[config.mk]
export PLATFORM = sky130hd
export DESIGN_NAME = alu_z_capture
export DESIGN_NICKNAME = d
export VERILOG_FILES = /design/src/rtl/alu_z_capture.sv
export SDC_FILE = /design/constraint.sdc
export NUM_CORES = 1
export LEC_CHECK = 0
export ABC_AREA = 0
export BUFFER_PORTS_ARGS = -buffer_cell sky130_fd_sc_hd__buf_2
export CORE_UTILIZATION = 43
export DETAILED_ROUTE_END_ITERATION = 7
export PLACE_DENSITY = 0.73
export SYNTH_ARGS = -nofsm -noshare
export SYNTH_HDL_FRONTEND = slang
export SYNTH_SLANG_ARGS = --single-unit
[constraint.sdc]
create_clock -name clock -period 2.16 [get_ports clock]
set_input_delay 0.108 -clock clock [delete_from_list [all_inputs] [get_ports clock]]
set_output_delay 0.108 -clock clock [all_outputs]
set_load 0.1 [all_outputs]
[src/rtl/alu_z_capture.sv]
// Result capture stage behind the ALU: waits out the op latency, latches ResultHi/Lo
// into Z_Hi/Z_Lo, then streams one (normal) or two (MUL/DIV, lo then hi) 32-bit beats.
module alu_z_capture #(
    parameter int          MUL_LAT = 2,
    parameter int          DIV_LAT = 1,
    parameter logic [4:0]  OP_MUL  = 5'b10000,
    parameter logic [4:0]  OP_DIV  = 5'b01111
) (
    input  logic        clock,
    input  logic        clear,
    input  logic        start,
    input  logic [4:0]  op,
    input  logic [31:0] alu_hi,
    input  logic [31:0] alu_lo,
    output logic        busy,
    output logic        drop,
    output logic [31:0] z_hi,
    output logic [31:0] z_lo,
    output logic        out_valid,
    input  logic        out_ready,
    output logic [31:0] out_data,
    output logic        out_is_hi
);

    typedef enum logic [1:0] {
        ST_IDLE,
        ST_WAIT,
        ST_SEND_LO,
        ST_SEND_HI
    } state_t;

    state_t      state_q, state_d;
    logic [3:0]  cnt_q, cnt_d;
    logic        wide_q, wide_d;
    logic        capture;
    logic        handshake;

    // Counter preload is L-1 so capture lands exactly L edges after the start edge.
    function automatic logic [3:0] wait_preload(input logic [4:0] code);
        if (code == OP_MUL)
            return 4'(MUL_LAT - 1);
        else if (code == OP_DIV)
            return 4'(DIV_LAT - 1);
        else
            return 4'd0;
    endfunction

    assign handshake = out_valid && out_ready;

    always_comb begin
        state_d = state_q;
        cnt_d   = cnt_q;
        wide_d  = wide_q;
        capture = 1'b0;
        case (state_q)
            ST_IDLE: begin
                if (start) begin
                    state_d = ST_WAIT;
                    cnt_d   = wait_preload(op);
                    wide_d  = (op == OP_MUL) || (op == OP_DIV);
                end
            end
            ST_WAIT: begin
                if (cnt_q != 4'd0) begin
                    cnt_d = cnt_q - 4'd1;
                end else begin
                    capture = 1'b1;
                    state_d = ST_SEND_LO;
                end
            end
            ST_SEND_LO: begin
                if (handshake)
                    state_d = wide_q ? ST_SEND_HI : ST_IDLE;
            end
            ST_SEND_HI: begin
                if (handshake)
                    state_d = ST_IDLE;
            end
            default: state_d = ST_IDLE;
        endcase
    end

    always_ff @(posedge clock or negedge clear) begin
        if (!clear) begin
            state_q <= ST_IDLE;
            cnt_q   <= 4'd0;
            wide_q  <= 1'b0;
            drop    <= 1'b0;
            z_hi    <= 32'd0;
            z_lo    <= 32'd0;
        end else begin
            state_q <= state_d;
            cnt_q   <= cnt_d;
            wide_q  <= wide_d;
            drop    <= start && (state_q != ST_IDLE);
            if (capture) begin
                z_hi <= alu_hi;
                z_lo <= alu_lo;
            end
        end
    end

    // Channel outputs decode from state only, so out_ready never reaches out_valid.
    assign busy      = (state_q != ST_IDLE);
    assign out_valid = (state_q == ST_SEND_LO) || (state_q == ST_SEND_HI);
    assign out_is_hi = (state_q == ST_SEND_HI);
    assign out_data  = (state_q == ST_SEND_LO) ? z_lo :
                       (state_q == ST_SEND_HI) ? z_hi : 32'd0;

endmodule

---- Yosys cells after proc, flatten, opt, wreduce, memory -nomap -nowiden ----
Index checks and enable logic that the tools add are counted.
storage, ports and cells
  bits in registers ....................... 72
  output and inout bits ................... 100
  bits of input ports ..................... 73
  word-level logic and storage cells ...... 42
operators by class
  multiplexer cells ....................... 14
  equality and inequality tests ........... 10
  $add $sub $neg .......................... 1
  reduce and logical (&&, ||, !) cells .... 11
operator list
  cell                   number
  $mux W32               2
  $mux W2                5
  $mux W4                2
  $ne A2 B2 Y1 const B   4
  $pmux W2 S4            1
  $pmux W4 S2            1
  $eq A5 B4 Y1 const B   1
  $eq A5 B5 Y1 const B   1
  $eq A2 B2 Y1 const B   2
  $reduce_and A4 Y1      1
  $reduce_bool A2 Y1     2
  $reduce_bool A4 Y1     1
  $sub A4 B1 Y4 const B  1
  $mux W1                3
  $reduce_and A3 Y1      1
  $eq A2 B1 Y1 const B   1
  $logic_and A1 B1 Y1    2
  $logic_not A2 Y1       1
  $logic_or A1 B1 Y1     2
  $ne A2 B1 Y1 const B   1
  $reduce_and A2 Y1      1

---- Depth between registers and ports, before layout ----
  word-level depth ........................ 5
  mapped depth ............................ 7
  depth with buffers taken out ............ 5

---- Worst setup path before layout ----
Ideal clock, no wire load.
  path type ............................... reg-to-output
  start ................................... register z_hi[0]
  end ..................................... output out_data[0]
  path buffers ............................ 0
  stages on the path, launching flop included .. 3
  required time ........................... 2.052 ns
  arrival ................................. 2.445 ns
  setup slack ............................. -0.393 ns
  cells stage by stage .................... dfrtp_1 > mux2i_1 > nor2b_1
on the way
  longest elaborated chain between the ends .. 2
RTL lines
  element                   RTL line  RTL
  start: declaration        17        output logic [31:0] z_hi,
  start signal: assignment  97        z_hi <= alu_hi;
  $mux W32                  108       (state_q == ST_SEND_HI) ? z_hi : 32'd0;
  $mux W32                  107       assign out_data = (state_q == ST_SEND_LO) ? z_lo :
  end: declaration          21        output logic [31:0] out_data,
Every way passes these cells.

---- Worst setup path in the final report ----
  start ................................... register cnt_q[0]
  end ..................................... register z_hi[29]
on the way
  longest elaborated chain between the ends .. 3
RTL lines
  element                   RTL line  RTL
  start: declaration        33        logic [3:0] cnt_q, cnt_d;
  start signal: assignment  93        cnt_q <= cnt_d;
  $reduce_bool A4 Y1        64        if (cnt_q != 4'd0) begin
  $mux W1                   64
  $mux W1                   55        case (state_q)
Every way passes these cells.
A chain may end at the register's enable or synchronous reset.

==> flow_metrics.py <==
metrics = {
    "outcome": {
        "status": "completed",
    },
    "critical_path": {
        "start_kind": "flop",
        "worstPathMaxFanout": 19,
        "arrival_ns": 2.27,
        "critPathRequiredTime_ns": 2.37,
        "cp-end-kind": "flop",
        "crit_chain": "inv_1, ha_1, nor3b_4, nor3b_4, buf_12, buf_12, mux2_1",
        "cp_slowest_stage_delay_ns": 0.41,
        "critPathKind": "flop to flop",
        "slowest_stage": "dfrtp_1",
    },
    "job": {
        "max-cap-violations": 0,
    },
    "global_routing": {
        "antenna_found_initial": 0,
        "grt.total_usage_pct": 24.80,
        "grt_pass1_vias": 3182,
        "grt_max_degree": 46,
        "grt_pass1_wl_um": 15880,
        "overflow": 0,
    },
    "die": {
        "die_w_um": 91.59,
        "start_util_pct": 44.66,
        "fp.dieArea_sq_um": 8388,
        "rows": 32,
        "pin_count": 173,
        "core_sq_um": 7727,
        "die_h_um": 91.59,
    },
    "yosys": {
        "yosysTopAreaCellShare_pct": 52.21,
        "async_flop_share_pct": 100.0,
        "ys_types": 29,
        "postSynthCellCount": 256,
        "syn_avg_cell_area_sq_um": 13.48,
        "ys.flop_type": "dfrtp_1",
        "synthTopCellsByCount": "dfrtp_1, mux2_1, mux2i_1",
        "yosysTopAreaCell": "dfrtp_1",
        "syn_nets": 330,
        "synth-seq-area-share_pct": 52.21,
        "synth.area.top_cells": "dfrtp_1, mux2_1, mux2i_1",
        "synth_area_sq_um": 3451,
        "synth_edf_count": 0,
        "synth-seq-cells": 72,
        "yosysWarnings": 0,
        "yosysMostFrequentCell": "dfrtp_1",
    },
    "routing": {
        "routed_wl_um": 10100,
        "drt_pass1_iterations": 4,
        "dr_total_vias": 3031,
        "drc": 0,
        "viasPerCell": 5.018,
        "first_iter_violations": 129,
        "ant_nets": 0,
        "wl_per_cell_um": 16.71,
    },
    "clock_tree": {
        "clock_latency_ns": 0.35,
        "htree_levels": 3,
        "cts.sinks": 72,
        "cts_buffers": 9,
        "cts.reportedPaths.clkPinSlew_ns": 0.08,
        "cts_buffer_depth": 2,
        "root_buffer": "clkbuf_8",
        "cts_tree": "done",
    },
    "layout": {
        "final_layout_size_suffix_gt1_share_pct": 48.80,
        "area_growth_syn_to_layout_pct": 72.70,
        "num-nets-final": 571,
        "fill_cells": 467,
        "finalInstanceArea_sq_um": 5959,
        "finish.utilization_pct": 77.12,
        "antenna_cells": 0,
    },
    "sta": {
        "drv_slew": 0,
        "post-route-period-util_pct": 95.18,
        "tns_ns": 0,
        "relSlewSlack_pct": 55.00,
        "fmax_ghz": 0.4864,
        "finalSetupViolCount": 0,
        "hold_violations": 0,
        "period_needed_ns": 2.056,
        "finalClockSkew_ns": 0.01229,
        "worst_slew_pin_slew_ns": 0.6749,
        "rsz0062_at_grt": "no",
    },
    "placement": {
        "place_congestion": 0.8156,
        "postPlaceCellArea_sq_um": 4971,
        "io_buffer_count": 172,
        "dp_hpwl_um": 5882,
    },
    "worst_hold_path": {
        "min_path_type": "input pin to flop",
    },
}
sequential cells by signal (all words and copies together), names as in the netlist:
| signal | count |
|---|---|
| cnt_q | 4 |
| drop | 1 |
| state_q | 2 |
| wide_q | 1 |
| z_hi | 32 |
| z_lo | 32 |
final timing paths:
path | start | endpoint | slack [ns] | cells after the start
min in group asynchronous | clear | z_hi[27] | 0.34 | 2
hold / removal | out_ready | state_q[1] | 0.11 | 3
hold reg to reg | z_hi[31] | z_hi[31] | 0.51 | 1
setup / recovery | cnt_q[0] | z_hi[29] | 0.10 | 7
max in group asynchronous | clear | z_hi[9] | 1.14 | 3
setup reg to reg | cnt_q[0] | z_hi[29] | 0.10 | 7
timing repair:
item	CTS	global route
hold buffers	66	0
setup endpoints to repair	0	64
resized for setup	0	1
hold endpoints to repair	92	0
setup buffers	0	2
worst max-delay path: cells and delay by family (launching register included):
family | cells | cell delay, ns
multiplexers | 1 | 0.36
adder cells (fa/ha/maj) | 1 | 0.22
buffers and inverters | 3 | 0.41
flip-flops | 1 | 0.41
AND/OR/NAND/NOR | 2 | 0.51
placed cells by master, fill, tap and decap left out, drive strengths merged, types with 2 or more instances in the layout:
cell         Yosys  layout
o21ai            5       5
nor3             2       2
mux2i           35      35
nor2             2       2
buf             11     179
dlygate4sd3      0      66
dfrtp           72      72
nor3b            2       2
a21oi            3       3
nand2            3       3
clkbuf           5      12
a21o             2       2
mux2            64      64
bufinv           0       4
inv              6       6
nor2b           33      33
cell type report:
| class | instances | area, sq um | share of cell area (%) |
|---|---|---|---|
| Inverter | 6 | 22.52 | 0.3779 |
| Sequential cell | 72 | 1803 | 30.25 |
| Clock buffer | 11 | 141.4 | 2.372 |
| Tap cell | 102 | 127.6 | 2.141 |
| Timing Repair Buffer | 246 | 2172 | 36.45 |
| Multi-Input combinational cell | 162 | 1565 | 26.26 |
| Clock inverter | 5 | 127.6 | 2.141 |
layer usage:
metal	vias up	track usage [%]	part of all wire, %
met5	-	0	0
met4	0	11.64	2.5
met3	24	5.695	6.9
met2	139	43.36	52
met1	1497	28.61	39
li1	1371	-	-
logic make-up (layout without fill, tap and decap cells):
family	count (synthesis)	count (layout)	share of synthesized area [%]
compound gates	13	13	2.212
fa+ha+maj	1	1	0.3625
buf+inv	22	268	5.112
flops	72	72	52.21
mux	99	99	31.04
simple gates	49	49	9.065
stage by stage:
stage / hold WS (ns) / cells / setup WS, ns
2_1_floorplan: -0.1876 / 256 / 0.09783
3_3_place_gp: 0.1703 / 519 / 0.1687
3_5_place_dp: 0.1762 / 519 / 0.02213
4_1_cts: 0.08314 / 601 / 0.01940
5_1_grt: 0.1192 / 604 / 0.02400
6_report: 0.1068 / 604 / 0.1041
Power is left out: the tool's default activity adds up to more than one toggle a clock period on the data nets, which glitch-free logic cannot reach.
